File: src/rtl/arb_requester.sv
// arb_requester: buffers TDC words in a FIFO and hands them to a shared arbiter
// as framed bursts. A burst is requested when BURST_LEN words are waiting, or
// when a partial burst has sat idle for TIMEOUT cycles. Each burst ends with
// one GAP cycle so the arbiter always sees an o_en falling edge between bursts.
// Optional feature: define ARB_REQ_DROP_CNT_EN to add a saturating 16-bit
// dropped-write counter on o_drop_cnt.
module arb_requester #(
  parameter int unsigned DATA_WIDTH = 32,
  parameter int unsigned FIFO_DEPTH = 16,
  parameter int unsigned BURST_LEN  = 8,
  parameter int unsigned TIMEOUT    = 64
) (
  input  logic                  sys_clk,
  input  logic                  sys_rst,
  input  logic                  i_wr_en,
  input  logic [DATA_WIDTH-1:0] i_wr_data,
  output logic                  o_full,
  output logic                  o_ovf,
  output logic                  o_req,
  input  logic                  i_grant,
  output logic                  o_en,
  output logic [DATA_WIDTH-1:0] o_data
`ifdef ARB_REQ_DROP_CNT_EN
  ,
  output logic [15:0]           o_drop_cnt
`endif
);

  localparam int unsigned PTR_W = (FIFO_DEPTH > 1) ? $clog2(FIFO_DEPTH) : 1;
  localparam int unsigned CNT_W = $clog2(FIFO_DEPTH + 1);
  localparam int unsigned TMO_W = $clog2(TIMEOUT + 1);

  localparam logic [CNT_W-1:0] DEPTH_C  = CNT_W'(FIFO_DEPTH);
  localparam logic [CNT_W-1:0] BURST_C  = CNT_W'(BURST_LEN);
  localparam logic [TMO_W-1:0] TMO_LAST = TMO_W'(TIMEOUT - 1);

  localparam logic [1:0] ST_IDLE = 2'd0;
  localparam logic [1:0] ST_REQ  = 2'd1;
  localparam logic [1:0] ST_SEND = 2'd2;
  localparam logic [1:0] ST_GAP  = 2'd3;

  logic [DATA_WIDTH-1:0] mem [FIFO_DEPTH];

  logic [1:0]            state_q, state_d;
  logic [CNT_W-1:0]      count_q, count_d;
  logic [PTR_W-1:0]      wr_ptr_q, rd_ptr_q;
  logic [TMO_W-1:0]      tmo_q, tmo_d;
  // Words of the current burst still to be popped after the one in flight.
  logic [CNT_W-1:0]      left_q, left_d;
  logic [CNT_W-1:0]      blen;
  logic                  req_q, req_d;
  logic                  en_q, en_d;
  logic [DATA_WIDTH-1:0] data_q, data_d;
  logic                  ovf_q;
  logic                  push, pop, drop;

  // Acceptance looks only at the pre-pop count, so a full FIFO drops even
  // when a pop happens on the same edge.
  assign push = i_wr_en & (count_q != DEPTH_C);
  assign drop = i_wr_en & ~push;
  assign blen = (count_q > BURST_C) ? BURST_C : count_q;

  // Burst sequencing, idle timeout and output next-state.
  always_comb begin
    state_d = state_q;
    tmo_d   = '0;
    left_d  = left_q;
    pop     = 1'b0;
    en_d    = 1'b0;
    case (state_q)
      ST_IDLE: begin
        if ((count_q != '0) && ((count_q >= BURST_C) || (tmo_q == TMO_LAST))) begin
          state_d = ST_REQ;
        end
        if (!push && (count_q != '0) && (count_q < BURST_C)) begin
          tmo_d = tmo_q + TMO_W'(1);
        end
      end
      ST_REQ: begin
        if (i_grant) begin
          // First word is popped on the grant edge so it shows up next cycle.
          pop     = 1'b1;
          en_d    = 1'b1;
          left_d  = blen - CNT_W'(1);
          state_d = ST_SEND;
        end
      end
      ST_SEND: begin
        // Grant is no longer looked at; the latched length alone ends the burst.
        if (left_q != '0) begin
          pop    = 1'b1;
          en_d   = 1'b1;
          left_d = left_q - CNT_W'(1);
        end else begin
          state_d = ST_GAP;
        end
      end
      ST_GAP: begin
        state_d = ST_IDLE;
      end
      default: begin
        state_d = ST_IDLE;
      end
    endcase
    req_d  = (state_d == ST_REQ);
    data_d = pop ? mem[rd_ptr_q] : '0;
  end

  // Occupancy next-state; simultaneous push and pop cancel out.
  always_comb begin
    count_d = count_q;
    case ({push, pop})
      2'b10:   count_d = count_q + CNT_W'(1);
      2'b01:   count_d = count_q - CNT_W'(1);
      default: count_d = count_q;
    endcase
  end

  // Control state, pointers and registered outputs; reset flushes the buffer.
  always_ff @(posedge sys_clk or posedge sys_rst) begin
    if (sys_rst) begin
      state_q  <= ST_IDLE;
      count_q  <= '0;
      wr_ptr_q <= '0;
      rd_ptr_q <= '0;
      tmo_q    <= '0;
      left_q   <= '0;
      req_q    <= 1'b0;
      en_q     <= 1'b0;
      data_q   <= '0;
      ovf_q    <= 1'b0;
    end else begin
      state_q <= state_d;
      count_q <= count_d;
      tmo_q   <= tmo_d;
      left_q  <= left_d;
      req_q   <= req_d;
      en_q    <= en_d;
      data_q  <= data_d;
      if (push) begin
        wr_ptr_q <= wr_ptr_q + PTR_W'(1);
      end
      if (pop) begin
        rd_ptr_q <= rd_ptr_q + PTR_W'(1);
      end
      if (drop) begin
        ovf_q <= 1'b1;
      end
    end
  end

  // Storage array; contents need no reset because the pointers are cleared.
  always_ff @(posedge sys_clk) begin
    if (push) begin
      mem[wr_ptr_q] <= i_wr_data;
    end
  end

`ifdef ARB_REQ_DROP_CNT_EN
  logic [15:0] drop_cnt_q;

  // Saturating count of dropped writes.
  always_ff @(posedge sys_clk or posedge sys_rst) begin
    if (sys_rst) begin
      drop_cnt_q <= '0;
    end else if (drop && (drop_cnt_q != 16'hFFFF)) begin
      drop_cnt_q <= drop_cnt_q + 16'd1;
    end
  end

  assign o_drop_cnt = drop_cnt_q;
`endif

  assign o_full = (count_q == DEPTH_C);
  assign o_ovf  = ovf_q;
  assign o_req  = req_q;
  assign o_en   = en_q;
  assign o_data = data_q;

endmodule

File: config.mk
export PLATFORM = sky130hd
export DESIGN_NAME = arb_requester
export DESIGN_NICKNAME = d
export VERILOG_FILES = /design/src/rtl/arb_requester.sv
export SDC_FILE = /design/constraint.sdc
export NUM_CORES = 1
export LEC_CHECK = 0
export CORE_ASPECT_RATIO = 1.2
export CORE_MARGIN = 2
export CORE_UTILIZATION = 37
export CTS_BUF_LIST = sky130_fd_sc_hd__clkbuf_8
export DETAILED_ROUTE_END_ITERATION = 12
export MAX_ROUTING_LAYER = met4
export PLACE_DENSITY_LB_ADDON = 0.3
export RECOVER_POWER = 50
export SLEW_MARGIN = 10
export SYNTH_ARGS = -nofsm -noshare
export SYNTH_HDL_FRONTEND = slang
export SYNTH_SLANG_ARGS = --single-unit
File: constraint.sdc
create_clock -name sys_clk -period 6.54 [get_ports sys_clk]
set_clock_uncertainty 0.15 [all_clocks]
set_input_delay 1.308 -clock sys_clk [delete_from_list [all_inputs] [get_ports sys_clk]]
set_output_delay 1.308 -clock sys_clk [all_outputs]
set_load 0.01 [all_outputs]
Word level (Yosys, flattened, before mapping)
Memories as Yosys holds them, arrays and structs flattened. Cells that the tools add are included.

Bits in registers: 62. RAM bits: 512. Input bits: 36. Output and inout bits: 36. Logic and storage cells: 63. Memories kept: 1.

Memories: mem (words 16, bits a word 32, rd ports 1, clocked after Yosys merged registers in 0, wr ports 1, line 42) `logic [DATA_WIDTH-1:0] mem [FIFO_DEPTH];`.

Add/subtract/negate cells: 7. Order comparisons: 3. Equal/unequal tests: 11. Multiplexer cells: 17. Bitwise operators: 3. Reduce and logical (&&, ||, !) cells: 11.

Operator list (number): 32-bit 2-to-1 mux (1); 5-bit case mux with 2 select lines (2); 5-bit 2-to-1 mux (3); 5-bit by 1-bit subtractor with 5-bit output (second input constant) (3); 7-bit 2-to-1 mux (2); 5-bit nonzero test (2); 4-bit by 1-bit adder with 4-bit output (second input constant) (2); 2-bit case mux with 4 select lines (1); 7-bit by 1-bit adder with 7-bit output (second input constant) (1); 7-bit by 6-bit == test with 1-bit output (second input constant) (1); 2-bit by 1-bit == test with 1-bit output (second input constant) (3); 2-bit == test (second input constant) (3); 2-bit 2-to-1 mux (3); 5-bit by 1-bit adder with 5-bit output (second input constant) (1); 5-bit == test (second input constant) (1); 5-bit by 4-bit >= comparator with 1-bit output (second input constant) (1); 5-bit by 4-bit greater-than comparator with 1-bit output (second input constant) (1); 5-bit by 4-bit less-than comparator with 1-bit output (second input constant) (1); 5-bit inequality test (second input constant) (1); 1-bit 2-to-1 mux (4); 2-bit inequality test (second input constant) (2); 2-bit nonzero test (2); 1-bit logical AND (3); 3-bit AND reduction (1); 6 further kinds (7).

Longest topological paths before layout
Gate-level depths: netlist of the first run.

Depth after elaboration: 7. Gate-level depth with buffers: 15. Gate-level depth less buffers: 12.

Least setup slack after synthesis of the first run
OpenSTA, ideal clock, no wires.

Path kind: input to register. Start point: input port i_wr_en. End point: memory mem[3][0], enable pin. Library setup time: 0.461 ns. Arrival time: 3.929 ns. Required time: 5.929 ns. Slack: 2.000 ns. Stages on the path: 4. Buffers on the path: 1. Cells stage by stage: o31a_1 -> buf_2 -> nand2_1 -> nor3_1.

Word-level cells in the longest chain between the ends: 3.

Ends and longest elaborated chain: from (decl) (line 15) `input logic i_wr_en,`; 1-bit bitwise AND (line 59) `assign push = i_wr_en & (count_q != DEPTH_C);`; 1-bit 2-to-1 mux (line 154) `if (push) begin`; 1-bit 2-to-1 mux (not written as such) (line 155) `mem[wr_ptr_q] <= i_wr_data;`; to (decl) (line 42).

No other way between the ends.

Worst setup path in the final report of the first run
Start point: register rd_ptr_q[1]. End point: register data_q[2] (netlist: o_data[2]).

Word-level cells in the longest chain between the ends: 2.

Ends and longest elaborated chain: from (decl) (line 46) `logic [PTR_W-1:0] wr_ptr_q, rd_ptr_q;`; from (signal assigned) (line 144) `rd_ptr_q <= rd_ptr_q + PTR_W'(1);`; memory read 16 x 32 bit; 32-bit 2-to-1 mux (line 106) `data_d = pop ? mem[rd_ptr_q] : '0;`; net data_d[2] (line 53) `logic [DATA_WIDTH-1:0] data_q, data_d;`; to (signal assigned) (line 139) `data_q <= data_d;`; to (decl) (line 53).

The timed path passes the listed nets, and every way through them passes these cells. A chain may end at the register's enable or synchronous reset.

==> results of run 1 <==
==> per-stage QoR <==
| step | cell area, sq um | worst slack (ns) |
|---|---|---|
| 2_1_floorplan | 22300 | 2.00 |
| 3_3_place_gp | 23900 | 2.14 |
| 3_5_place_dp | 23900 | 2.16 |
| 4_1_cts | 25600 | 2.54 |
| 5_1_grt | 25500 | 1.24 |
| 6_report | 25500 | 1.87 |
==> layout by cell type (no fill, tap or decap), types with 11 or more instances in the layout <==
| master | instances |
|---|---|
| edfxtp_1 | 512 |
| mux4_2 | 128 |
| clkbuf_8 | 93 |
| a211oi_1 | 66 |
| dfrtp_1 | 58 |
| inv_1 | 54 |
| clkdlybuf4s50_1 | 36 |
| nor2b_1 | 35 |
| dlygate4sd3_1 | 35 |
| mux2i_1 | 33 |
| nor2_1 | 17 |
| buf_4 | 17 |
| nand2_1 | 15 |
| ha_1 | 14 |
| nor2_4 | 12 |
| clkinv_1 | 12 |
| a21oi_1 | 11 |
==> critical path: cells and delay by family, from the launching register on <==
family          cells  cell delay [ns]
buf+inv             1             2.17
mux                 1             0.56
simple gates        1             0.15
flops               1             0.77
compound gates      2             0.57
==> logic make-up after synthesis <==
| kind of cell | synth area share [%] |
|---|---|
| AOI/OAI and AO/OA | 3.35 |
| xor gates and xnor gates | 0.629 |
| adders and majority gates | 0.787 |
| buffers and inverters | 1.82 |
| DFF | 76.0 |
| muxes | 14.6 |
| and+or+nand+nor | 2.81 |
==> power groups by stage <==
stage,sequential (mW),combinational (mW),clock [mW]
floorplan,4.71,2.19,0
global placement,4.91,2.95,0
detailed placement,4.93,2.96,0
CTS,4.86,2.97,2.85
global route,4.90,3.21,3.01
finish,4.84,2.99,2.76
==> path summary, 6_finish.rpt <==
check / startpoint / endpoint / slack [ns] / depth (start not counted)
worst min register to register: o_ovf$_DFFE_PP0P_ / o_ovf$_DFFE_PP0P_ / 0.31 / 1
max in group asynchronous: sys_rst / rd_ptr_q[1]$_DFFE_PP0P_ / 1.89 / 3
worst max register to register: rd_ptr_q[1]$_DFFE_PP0P_ / o_data[2]$_DFF_PP0_ / 1.87 / 5
worst max-delay path: rd_ptr_q[1]$_DFFE_PP0P_ / o_data[2]$_DFF_PP0_ / 1.87 / 5
worst min-delay path: o_ovf$_DFFE_PP0P_ / o_ovf$_DFFE_PP0P_ / 0.31 / 1
min in group asynchronous: sys_rst / o_ovf$_DFFE_PP0P_ / 1.39 / 2
==> routing by layer <==
| layer | track usage [%] | up-vias |
|---|---|---|
| met2 | 27.1 | 299 |
| met3 | 2.74 | 82 |
| met4 | 5.56 | 0 |
| met1 | 20.0 | 5585 |
| li1 | - | 4618 |
| met5 | - | - |
==> state kept, by name, summed over array words and instances (netlist names) <==
signal and count:
mem 512, o_data 32, tmo_q 7, count_q 5, left_q 5, rd_ptr_q 4, wr_ptr_q 4, state_q 2
o_en 1, o_ovf 1, o_req 1
==> final cells by class <==
type	instances	area (sq um)	area share (%)
antenna	1	2.50	0.00980
clock buffer	93	1280	5.01
clock inverter	72	354	1.39
inverter	13	50.0	0.196
multi-input combinational	412	5050	19.8
sequential	574	16900	66.3
tap	800	1000	3.92
timing repair buffer	91	867	3.39
==> results by stage, run 1 <==
Status:
- The checks that failed: max-capacitance violations, max-slew violations.
- The flow ran to the end, but the final reports show violations.

Worst setup path:
- The worst stage delay on the critical path is ~2.2 ns.
- The most used cell along the critical path is a211oi_1.
- Among all stages on the critical path, the largest delay is contributed by clkbuf_2.
- The critical path in this run is classified as reg -> reg.
- Of all nets on the critical path, the largest fanout is 98.
- STA classifies the critical path startpoint as a flop.
- At the worst endpoint, the arrival time is 5.03 ns.
- The signal on the critical path passes through clkbuf_2 -> mux4_2 -> nor2b_1 -> a211oi_1 -> a211oi_1.
- The required arrival time at the worst endpoint is 6.89 ns.
- The type of destination of the critical path is a flop.

Die:
- The core footprint is 0.0596 sq mm.
- Row generation in the floorplan step produced about 100 rows.
- The initial utilization of the core area, before any placement, comes to 37.4%.
- Measured along the y axis, the die boundary spans 273 um.
- The die covers 0.0622 sq mm.
- The die is 228 um wide.
- Pin placement for this block handled 72 I/O pins.

Min path:
- The min-delay analysis places its worst path in the category reg -> reg.

Finish:
- For this run, the post-layout net count is 1232.
- The fraction of layout instances using a drive strength above 1 is 22.9%.
- Compared with the post-synthesis result, the final layout area differs by 14.7%.
- The finished layout holds 2056 standard cells, fillers aside.
- After filler insertion, the fill cell instance count of the layout stands at 5167.
- At the end of the flow the core is filled with cells to 42.9%.

Routing:
- The detailed router finished its first iteration with 816 violations.
- Dividing the detail-routed via count by the number of cells gives 5.15.
- The met2 wire length is between 20000 and 25000 um.
- For this run, the detailed router's first-pass iteration total came to 4.
- The number of routed nets with antenna violations is 0.
- For this run, design rule violations remaining after detail routing come to 0.
- The routed metal-1 wire length is 20000 um.
- In the detailed route, the total length drawn on met3 is around 2300 um.
- For this block, the via count after detailed routing is 10600.
- The routed wirelength normalized by instance count is 23.4 um.
- After detailed routing, the total wire length is 48000 um.
- The highest layer used for signal routing is met4.

Logic synthesis:
- Summing every instance area after synthesis gives approximately 0.022 sq mm.
- The commonest cells after synthesis are edfxtp_1 (512), mux4_2 (128), a211oi_1 (66).
- For this run, the leading register cell type out of synthesis is edfxtp_1.
- Summed over all instances, the cell type with the most area after synthesis is edfxtp_1.
- Synthesis produced a netlist with a net count of about 1100.
- The top cell type's share of synthesized area is between 60 and 70%.
- The flip-flop and latch count after synthesis is 574.
- The cell with the most instances after synthesis is edfxtp_1.
- The sequential element share of the synthesized area is 76.0%.
- In the post-synthesis netlist, the biggest area contributors are edfxtp_1 (69%), mux4_2 (13%), dfrtp_1 (7.0%).
- Dividing the synthesized area by the synthesized cell count gives 21.0 sq um.
- The synthesized design contains around 500 enable-type register cells.
- After synthesis, the share of flip-flops with an asynchronous set or reset is 10.8%.
- Synthesis handed over a netlist of between 1000 and 1500 instances.
- Yosys printed 0 warnings.
- In this run, distinct cell masters in the synthesized netlist total 56.

Power:
- The analysis attributes to cell leakage a power of 8.40 nW.
- The internal power of the cells is approximately 7.3 mW.
- Of the total power, the share spent switching nets is 31.0%.
- The power share of the sequential group is 45.7%.
- Of the total power, combinational logic draws approximately 28%.
- The worst-case IR drop observed on VDD is 0.249 mV.
- The part of the power in the clock network is between 20% and 30%.
- In this run the power density over the cells is 414 mW/mm^2.
- The design draws roughly 11 mW.
- Summed over all nets, the switching power comes to 3.29 mW.

Timing:
- Setup violations remaining at the end of the flow were counted as 0.
- Setup repair after global routing left no endpoint under its margin.
- For the finished layout, the period the worst path requires is ~4.7 ns.
- For the final routed database, the setup TNS stands at 0 ns.
- The final hold violation count is 0.
- The smallest hold slack is roughly 0.3 ns.
- The slew at the pin with the worst max-slew slack is 2.98 ns.
- The fmax is approximately 0.21 GHz.
- Measured against its own limit, the worst slew margin works out to -98.4%.
- The fraction of the cycle the final worst path needs is between 70% and 80%.
- The number of max-slew violations in the final report is 164.

Clock network:
- The clock transition at the register clock pins on the worst setup and hold paths after CTS is 0.06 ns.
- The clock passes through at most 3 buffers.
- Clock tree synthesis inserted a total of 90 buffers.
- For the worst-skew pair, the clock arrives at the later sink with an insertion delay of between 0.6 and 0.7 ns.
- The CTS tree is done.
- The cell sitting at the root of the clock tree is a clkbuf_8.
- Hold repair after CTS inserted 0 buffers.
- The buffers inserted during post-CTS setup optimization is 0.
- The clock sink count is 574.
- The number of resized instances in the post-cts repair step is 0.
- In this run the number of H-tree levels came out at 3.

Global routing:
- The via count of the first global-routing pass was roughly 11000.
- The pin count of the biggest net entering global routing is a little under 100.
- The remaining global-route overflow is 0.
- The first global-routing pass estimated 72700 um of wire.
- The initial antenna violation count was 2.
- The global router's overall resource usage is 16.2%.

Run:
- The tool flagged a number of max-cap violations equal to 3.

Placement:
- The final weighted congestion of routability-driven global placement is a little under 0.8.
- The placed wire-length estimate after detailed placement is 26300 um.
- During placement, the flow inserted port buffers numbering 71.
- The number of cells in the design after placement is ~1900.
Power figures use the tool's default switching activity.
==> run 2, diff against run 1 <==
==> constraint.sdc (replaced) <==
create_clock -name sys_clk -period 3.99 [get_ports sys_clk]
set_clock_uncertainty 0.15 [all_clocks]
set_input_delay 0.798 -clock sys_clk [delete_from_list [all_inputs] [get_ports sys_clk]]
set_output_delay 0.798 -clock sys_clk [all_outputs]
set_load 0.01 [all_outputs]
==> run 2 against run 1 <==
Core utilization increased by 0.89 points; setup slack got worse by 1.4 ns; the flow still finishes with violations (max-capacitance violations, max-slew violations); register-to-register slack worse by 1.3 ns; hold slack hardly changed; power rose by 67%; global-route usage decreased by 0.23 points; wire length is 1.4% lower; clock-buffer cell count rose by 11; sequential power grew 64%; die area unchanged; first-iteration DRC count fell by 11%.
==> results by stage, run 2 (same netlist as run 1, synthesis figures left out) <==
Clock network:
- The clock latency reported for the late side of the worst-skew pair was 0.69 ns (about the same).
- The hold buffer count at cts was 0 (unchanged).
- The buffers inserted during post-CTS setup optimization was 0 (unchanged).
- The clock transition at the register clock pins on the worst setup and hold paths after CTS is 0.06 ns (about the same).
- The clock sink count is 574 (unchanged).
- The cell sitting at the root of the clock tree is a clkbuf_8.
- The maximum level of the CTS H-tree is 3 (unchanged).
- TritonCTS built the clock tree.
- The largest buffer count on any clock path is 3 (unchanged).
- The clock buffer count from CTS is 93 (+3.3%).
- The number of resized instances in the post-cts repair step is 0 (unchanged).

Global routing:
- The initial antenna violation count is 6 (+4).
- The pin count of the biggest net entering global routing is 61 (-38%).
- The wire length of the first global-routing pass came to 71800 um (-1.3%).
- The remaining global-route overflow is 0 (unchanged).
- The via count of the first global-routing pass is 11600 (+1.4%).
- The global router's overall resource usage was 16.0% (-0.23 points).

Finish:
- Compared with the post-synthesis result, the final layout area differs by 17.1%.
- The final design area excluding fillers came to 0.0261 sq mm (+2.1%).
- More flip-flops sit in one register than any other, and that register is mem.
- The top cell types in the final layout, fill and taps aside, are edfxtp_1 (512), mux4_2 (128), clkbuf_8 (104), a211oi_1 (66), dfrtp_1 (59).
- The number of flip-flops under the largest register name was 512 (unchanged).
- The fraction of layout instances using a drive strength above 1 is 25.7% (+2.8 points).
- The total of fill cells in the finished design was 5176 (+0.17%).
- The library cell used most frequently in the layout, excluding fill and tap cells, is edfxtp_1.
- The post-layout net count came to 1271 (+3.2%).

Timing:
- The final hold violation count is 0 (unchanged).
- The number of max-slew violations in the final report is 66 (-60%).
- The fmax is 0.288 GHz.
- The slew at the pin with the worst max-slew slack is 2.55 ns (-0.425 ns).
- The final total negative setup slack came to 0 ns (unchanged).
- The fraction of the cycle the final worst path needs is 87.1%.
- Setup repair after global routing left no endpoint under its margin.
- The worst slew margin relative to its limit is -71.0% (+27 points).
- The number of setup violations in the final report came to 0 (unchanged).
- The worst path needs between 3 and 4 ns of the cycle, external delays included.

Power:
- The power density of the placed cells came to 677 mW/mm^2 (+63%).
- The worst IR drop on VDD is 0.297 mV (+19%).
- The static leakage was 8.64 nW (+2.9%).

Worst setup path:
- The type of the worst setup path is reg -> out.
- The startpoint type of the worst setup path is a flop.
- The required arrival time at the worst endpoint is 3.04 ns (-3.85 ns).
- STA classifies the critical path endpoint as an output port.
- The arrival time of data at the critical path endpoint came to 2.53 ns (-2.50 ns).
- The worst stage delay on the critical path came to 0.61 ns (-1.56 ns).
- Walking the worst path, the cells encountered are or3_1 -> nor3_1 -> clkdlybuf4s50_1.
- The critical-path cell with the highest stage delay is clkdlybuf4s50_1.
- The peak fanout along the critical path was 10 (-90%).

Placement:
- The placed wire-length estimate after detailed placement is 27100 um (+3.0%).
- The final weighted congestion of routability-driven global placement is 0.779 (-1.4%).
- The placed cell area came to 0.0243 sq mm (+1.5%).
- The port buffer count came to 71 (unchanged).

Die:
- The row count is 98 (unchanged).
- The height of the die is 273 um (unchanged).
- The width of the die is 228 um (unchanged).
- The I/O pin count is 72 (unchanged).
- The total die area came to 0.0622 sq mm (unchanged).
- The initial standard-cell utilization of the core is 37.4% (unchanged).
- The core footprint is 0.0596 sq mm (unchanged).

Routing:
- The final wirelength is 47300 um (-1.4%).
- The detailed router's first-iteration violation count is 728 (-11%).
- The routed wirelength normalized by instance count is 22.5 um (-3.6%).
- The routed length on met3 came to 1810 um (-21%).
- The number of vias per cell after detailed routing came to 5.09 (-1.1%).
- The met2 wire length is 24600 um (-0.34%).
- The routed metal-1 wire length came to 19800 um (-1.0%).
- The detailed-route DRC error count came to 0 (unchanged).
- The number of routed nets with antenna violations is 0 (unchanged).
- After detailed routing, no signal wire sits above met4.
- The vias after detailed routing is 10700 (+1.0%).
- The number of iterations in the first detailed-routing pass is 5 (+1).

Status:
- The final reports fail on max-capacitance violations, max-slew violations.
- The flow ran to the end, but the final reports show violations.

Min path:
- The path class of the tightest hold or removal check is reg -> reg.

Run:
- The reported max-cap violation count is 2 (-1).
-- run 2: changes by cell type in the layout (fill, tap and decap cells not counted), moves of 5 or more --
cell	delta
clkinv_1	+5
buf_4	+28
buf_12	+6
clkbuf_8	+11
inv_1	-13
-- run 2: metal layers --
metal	track usage (%)	vias to the layer above
met3	2.80	97
met4	6.11	0
met2	27.3	214
li1	-	4717
met5	-	-
met1	18.9	5665
-- run 2: worst paths after layout --
path | from | end | slack (ns) | depth (start not counted)
setup / recovery | count_q[1]$_DFFE_PP0P_ | o_full | 0.52 | 3
hold / removal | o_ovf$_DFFE_PP0P_ | o_ovf$_DFFE_PP0P_ | 0.31 | 1
setup reg to reg | left_q[2]$_DFFE_PP0P_ | count_q[4]$_DFFE_PP0P_ | 0.55 | 11
hold reg to reg | o_ovf$_DFFE_PP0P_ | o_ovf$_DFFE_PP0P_ | 0.31 | 1
max in group asynchronous | sys_rst | o_data[27]$_DFF_PP0_ | 0.85 | 3
min in group asynchronous | sys_rst | left_q[2]$_DFFE_PP0P_ | 1.12 | 2
-- run 2: critical path, delay by kind of cell, from the launching register on --
| kind | cells | cell delay, ns |
|---|---|---|
| AND/OR/NAND/NOR | 2 | 0.75 |
| buffers and inverters | 1 | 0.61 |
| flip-flops | 1 | 0.49 |
-- run 2: area by class of cell --
class                      count  area, sq um  area share [%]
sequential                   574        16900            64.9
multi-input combinational    412         5070            19.4
clock buffer                 104         1430            5.49
timing repair buffer         127         1200            4.62
tap                          800         1000            3.84
clock inverter                68          377            1.44
inverter                      13         50.0           0.192
antenna                        3         7.51          0.0288
-- run 2: metrics by stage --
stage               util (%)  cells  power, mW  setup WS [ns]  hold slack, ns
global route            43.8   2101       18.6          0.243           0.343
floorplan                  -   1059       11.3          0.665           0.305
detailed placement      40.7   1926       13.0          0.455           0.300
CTS                     43.8   2098       18.0          0.470           0.311
finish                  43.8   2101       17.7          0.517           0.307
global placement        40.7   1926       13.0          0.432           0.297
-- run 2: power breakdown --
part	switching (mW)	total [mW]	internal [mW]
clock	2.29	4.88	2.59
combinational	2.45	4.85	2.40
sequential	0.591	7.93	7.34
==> run 3, diff against run 2 <==
--- a/config.mk
+++ b/config.mk
@@ -6,7 +6,6 @@
 export NUM_CORES = 1
 export LEC_CHECK = 0
 export CORE_ASPECT_RATIO = 1.2
-export CORE_MARGIN = 2
 export CORE_UTILIZATION = 37
 export CTS_BUF_LIST = sky130_fd_sc_hd__clkbuf_8
 export DETAILED_ROUTE_END_ITERATION = 12
==> run 3 against run 2 <==
The flow still finishes with violations (max-capacitance violations, max-slew violations); sequential cell count unchanged; critical path depth is 8 higher; die area down 1.6%; non-clock buffer count decreased by 1; critical endpoint is now count_q[4]$_DFFE_PP0P_; combinational power barely moved; setup slack got worse by 0.015 ns; largest cell class unchanged; power is 0.18% lower; sequential share of layout area is essentially flat; sequential power is 1% higher; core utilization is essentially flat.
==> results by stage, run 3 (same netlist as run 1, synthesis figures left out) <==
Clock network:
- The clock buffer count from CTS was 90 (-3.2%).
- The tree is rooted in a clkbuf_8.
- The clock latency reported for the late side of the worst-skew pair is 0.67 ns (-0.02 ns).
- The buffers inserted during post-CTS setup optimization is 0 (unchanged).
- The hold buffer count at cts is 0 (unchanged).
- The clock transition at the register clock pins on the worst setup and hold paths after CTS came to 0.06 ns (about the same).
- The number of resized instances in the post-cts repair step is 0 (unchanged).
- The largest buffer count on any clock path came to 3 (unchanged).
- The clock sink count was 574 (unchanged).
- The CTS tree is done.
- The maximum level of the CTS H-tree came to 3 (unchanged).

Power:
- The share of total power in combinational logic came to 27.6% (about the same).
- The worst IR drop on VDD came to 0.349 mV (+18%).
- The power share of the sequential group was 45.5% (+0.6 points).
- The total net switching power is 5.34 mW (+0.19%).
- The static leakage is 8.63 nW (about the same).
- The part of the power in the clock network was 26.9% (-0.7 points).
- The power density of the placed cells is 676 mW/mm^2 (-0.22%).
- The internal power of the cells is 12.3 mW (-0.34%).
- The switching part of the total is 30.3% (+0.11 points).

Finish:
- In the layout the commonest cells are edfxtp_1 (512), mux4_2 (128), clkbuf_8 (101), a211oi_1 (66), dfrtp_1 (58).
- The number of flip-flops under the largest register name was 512 (unchanged).
- The register with the most flip-flops in the final layout is mem.
- Leaving out fill and tap cells, the most frequent cell in the layout is edfxtp_1.
- The post-layout net count is 1267 (-0.31%).
- The layout overhead on the synthesized area was 17.1% (about the same).
- The fraction of layout instances using a drive strength above 1 is 25.4% (-0.25 points).

Die:
- The core footprint is 0.0596 sq mm (unchanged).
- The total die area came to 0.0612 sq mm (-1.6%).
- The initial standard-cell utilization of the core is 37.4% (unchanged).
- The row count is 98 (unchanged).
- The width of the die was 226 um (-0.88%).
- The I/O pin count came to 72 (unchanged).
- The height of the die is 271 um (-0.73%).

Worst setup path:
- The worst-case reg-to-reg path depth came to 11 (unchanged).
- The type of destination of the critical path is a flop.
- The source of the critical timing path is left_q[1]$_DFFE_PP0P_.
- The cell that appears most often on the critical path is ha_1.
- The last element of the critical path is count_q[4]$_DFFE_PP0P_.
- The worst stage delay on the critical path is 0.54 ns (-0.07 ns).
- The worst setup path is of the reg -> reg kind.
- The worst register-to-register path ends at count_q[4]$_DFFE_PP0P_.
- The launching point of the worst reg2reg path is left_q[1]$_DFFE_PP0P_.
- The setup slack on the worst flop-to-flop path came to 0.50 ns (-0.05 ns).
- The critical-path cell with the highest stage delay is or4_1.
- Traced cell by cell, the critical path runs through or4_1 -> o21ai_0 -> a21bo_2 -> inv_2 -> ha_1 -> xor2_1 -> ha_1 -> or3_1 -> a2111oi_0 -> nor4_1 -> xnor2_1.
- The required arrival time at the worst endpoint is 4.37 ns (+1.33 ns).
- The arrival time of data at the critical path endpoint is 3.87 ns (+1.34 ns).
- The startpoint type of the worst setup path is a flop.
- The peak fanout along the critical path came to 6 (-4).

Timing:
- The slew at the pin with the worst max-slew slack came to 2.36 ns (-0.186 ns).
- The fmax is 0.287 GHz (-0.43%).
- The number of setup violations in the final report is 0 (unchanged).
- The fraction of the cycle the final worst path needs is 87.4% (+0.37 points).
- The final total negative setup slack was 0 ns (unchanged).
- Setup repair after global routing left no endpoint under its margin.
- The final hold violation count is 0 (unchanged).
- The worst slew margin relative to its limit was -58.5% (+12 points).
- The number of max-slew violations in the final report is 43 (-35%).
- The smallest hold slack is 0.307 ns (-0.000505 ns).
- The final critical-path required period is 3.49 ns (+0.0149 ns).

Routing:
- The number of routed nets with antenna violations came to 0 (unchanged).
- The number of iterations in the first detailed-routing pass came to 6 (+1).
- The routed wirelength normalized by instance count was 22.8 um (+1.1%).
- The detailed router's first-iteration violation count is 687 (-5.6%).
- The final wirelength is 47700 um (+0.71%).
- The vias after detailed routing was 10700 (+0.23%).
- The detailed-route DRC error count is 0 (unchanged).
- The number of vias per cell after detailed routing is 5.12 (+0.67%).

Global routing:
- The initial antenna violation count was 2 (-4).
- The global router's overall resource usage came to 16.7% (+0.75 points).
- The remaining global-route overflow is 0 (unchanged).
- The pin count of the biggest net entering global routing is 67 (+9.8%).
- The via count of the first global-routing pass was 11600 (+0.41%).
- The wire length of the first global-routing pass was 72800 um (+1.4%).

Status:
- The flow ran to the end, but the final reports show violations.
- The final reports fail on max-capacitance violations, max-slew violations.

Placement:
- The placed wire-length estimate after detailed placement was 28100 um (+3.6%).
- The port buffer count is 71 (unchanged).
- The final weighted congestion of routability-driven global placement came to 0.780 (+0.19%).

Min path:
- The worst hold path belongs to the class reg -> reg.

Run:
- The reported max-cap violation count is 1 (-1).
run 3: cell count changes in the layout (fill, tap and decap cells not counted), sizes merged:
cell	delta
inv	+3
buf	-1
diode	-2
clkinv	-6
clkbuf	-3
run 3: power by group through the flow:
| stage | Clock, mW | Sequential [mW] | Combinational (mW) |
|---|---|---|---|
| 2_1_floorplan | 0 | 7.72 | 3.60 |
| 3_3_place_gp | 0 | 8.13 | 4.94 |
| 3_5_place_dp | 0 | 8.17 | 4.97 |
| 4_1_cts | 4.88 | 8.05 | 4.99 |
| 5_1_grt | 5.14 | 8.13 | 5.28 |
| 6_report | 4.74 | 8.03 | 4.86 |
run 3: metal layers:
metal | up-vias | track usage [%] | wire length [um]
met5 | - | - | 0
met4 | 0 | 5.41 | 790
met3 | 64 | 2.75 | 2160
met2 | 274 | 27.4 | 24600
met1 | 5681 | 21.0 | 20100
li1 | 4699 | - | -
run 3: final cells by class:
type,instances,area (sq um)
diodes,1,2.50
clock buffers,101,1390
clock inverters,65,354
fillers,5204,33500
inverters,13,50.0
multi-input cells,412,5070
flip-flops and latches,574,16900
well taps,800,1000
repair buffers,126,1280
run 3: per-stage QoR:
stage / utilization [%] / power, mW / setup slack (ns) / cell area, sq um / instances
6_report: 43.8 / 17.6 / 0.502 / 26100 / 2092
5_1_grt: 43.8 / 18.5 / 0.261 / 26100 / 2092
4_1_cts: 43.8 / 17.9 / 0.599 / 26100 / 2091
3_5_place_dp: 40.9 / 13.1 / 0.350 / 24400 / 1925
3_3_place_gp: 40.9 / 13.1 / 0.379 / 24400 / 1925
2_1_floorplan: - / 11.3 / 0.665 / 22300 / 1059
run 3: worst min path at each step:
stage	depth (start not counted)	to	startpoint
3_5_place_dp	1	o_ovf$_DFFE_PP0P_	o_ovf$_DFFE_PP0P_
5_1_grt	1	o_ovf$_DFFE_PP0P_	o_ovf$_DFFE_PP0P_
3_3_place_gp	1	o_ovf$_DFFE_PP0P_	o_ovf$_DFFE_PP0P_
2_1_floorplan	1	tmo_q[0]$_DFF_PP0_	tmo_q[0]$_DFF_PP0_
4_1_cts	1	o_ovf$_DFFE_PP0P_	o_ovf$_DFFE_PP0P_
6_report	1	o_ovf$_DFFE_PP0P_	o_ovf$_DFFE_PP0P_
run 3: critical path, delay by kind of cell, from the launching register on:
kind / cells / cell delay (ns)
flip-flops: 1 / 0.43
adder cells (fa/ha/maj): 2 / 0.43
AND/OR/NAND/NOR: 3 / 1.02
buffers and inverters: 1 / 0.06
XOR/XNOR: 2 / 0.29
AO/OA/AOI/OAI: 3 / 0.99
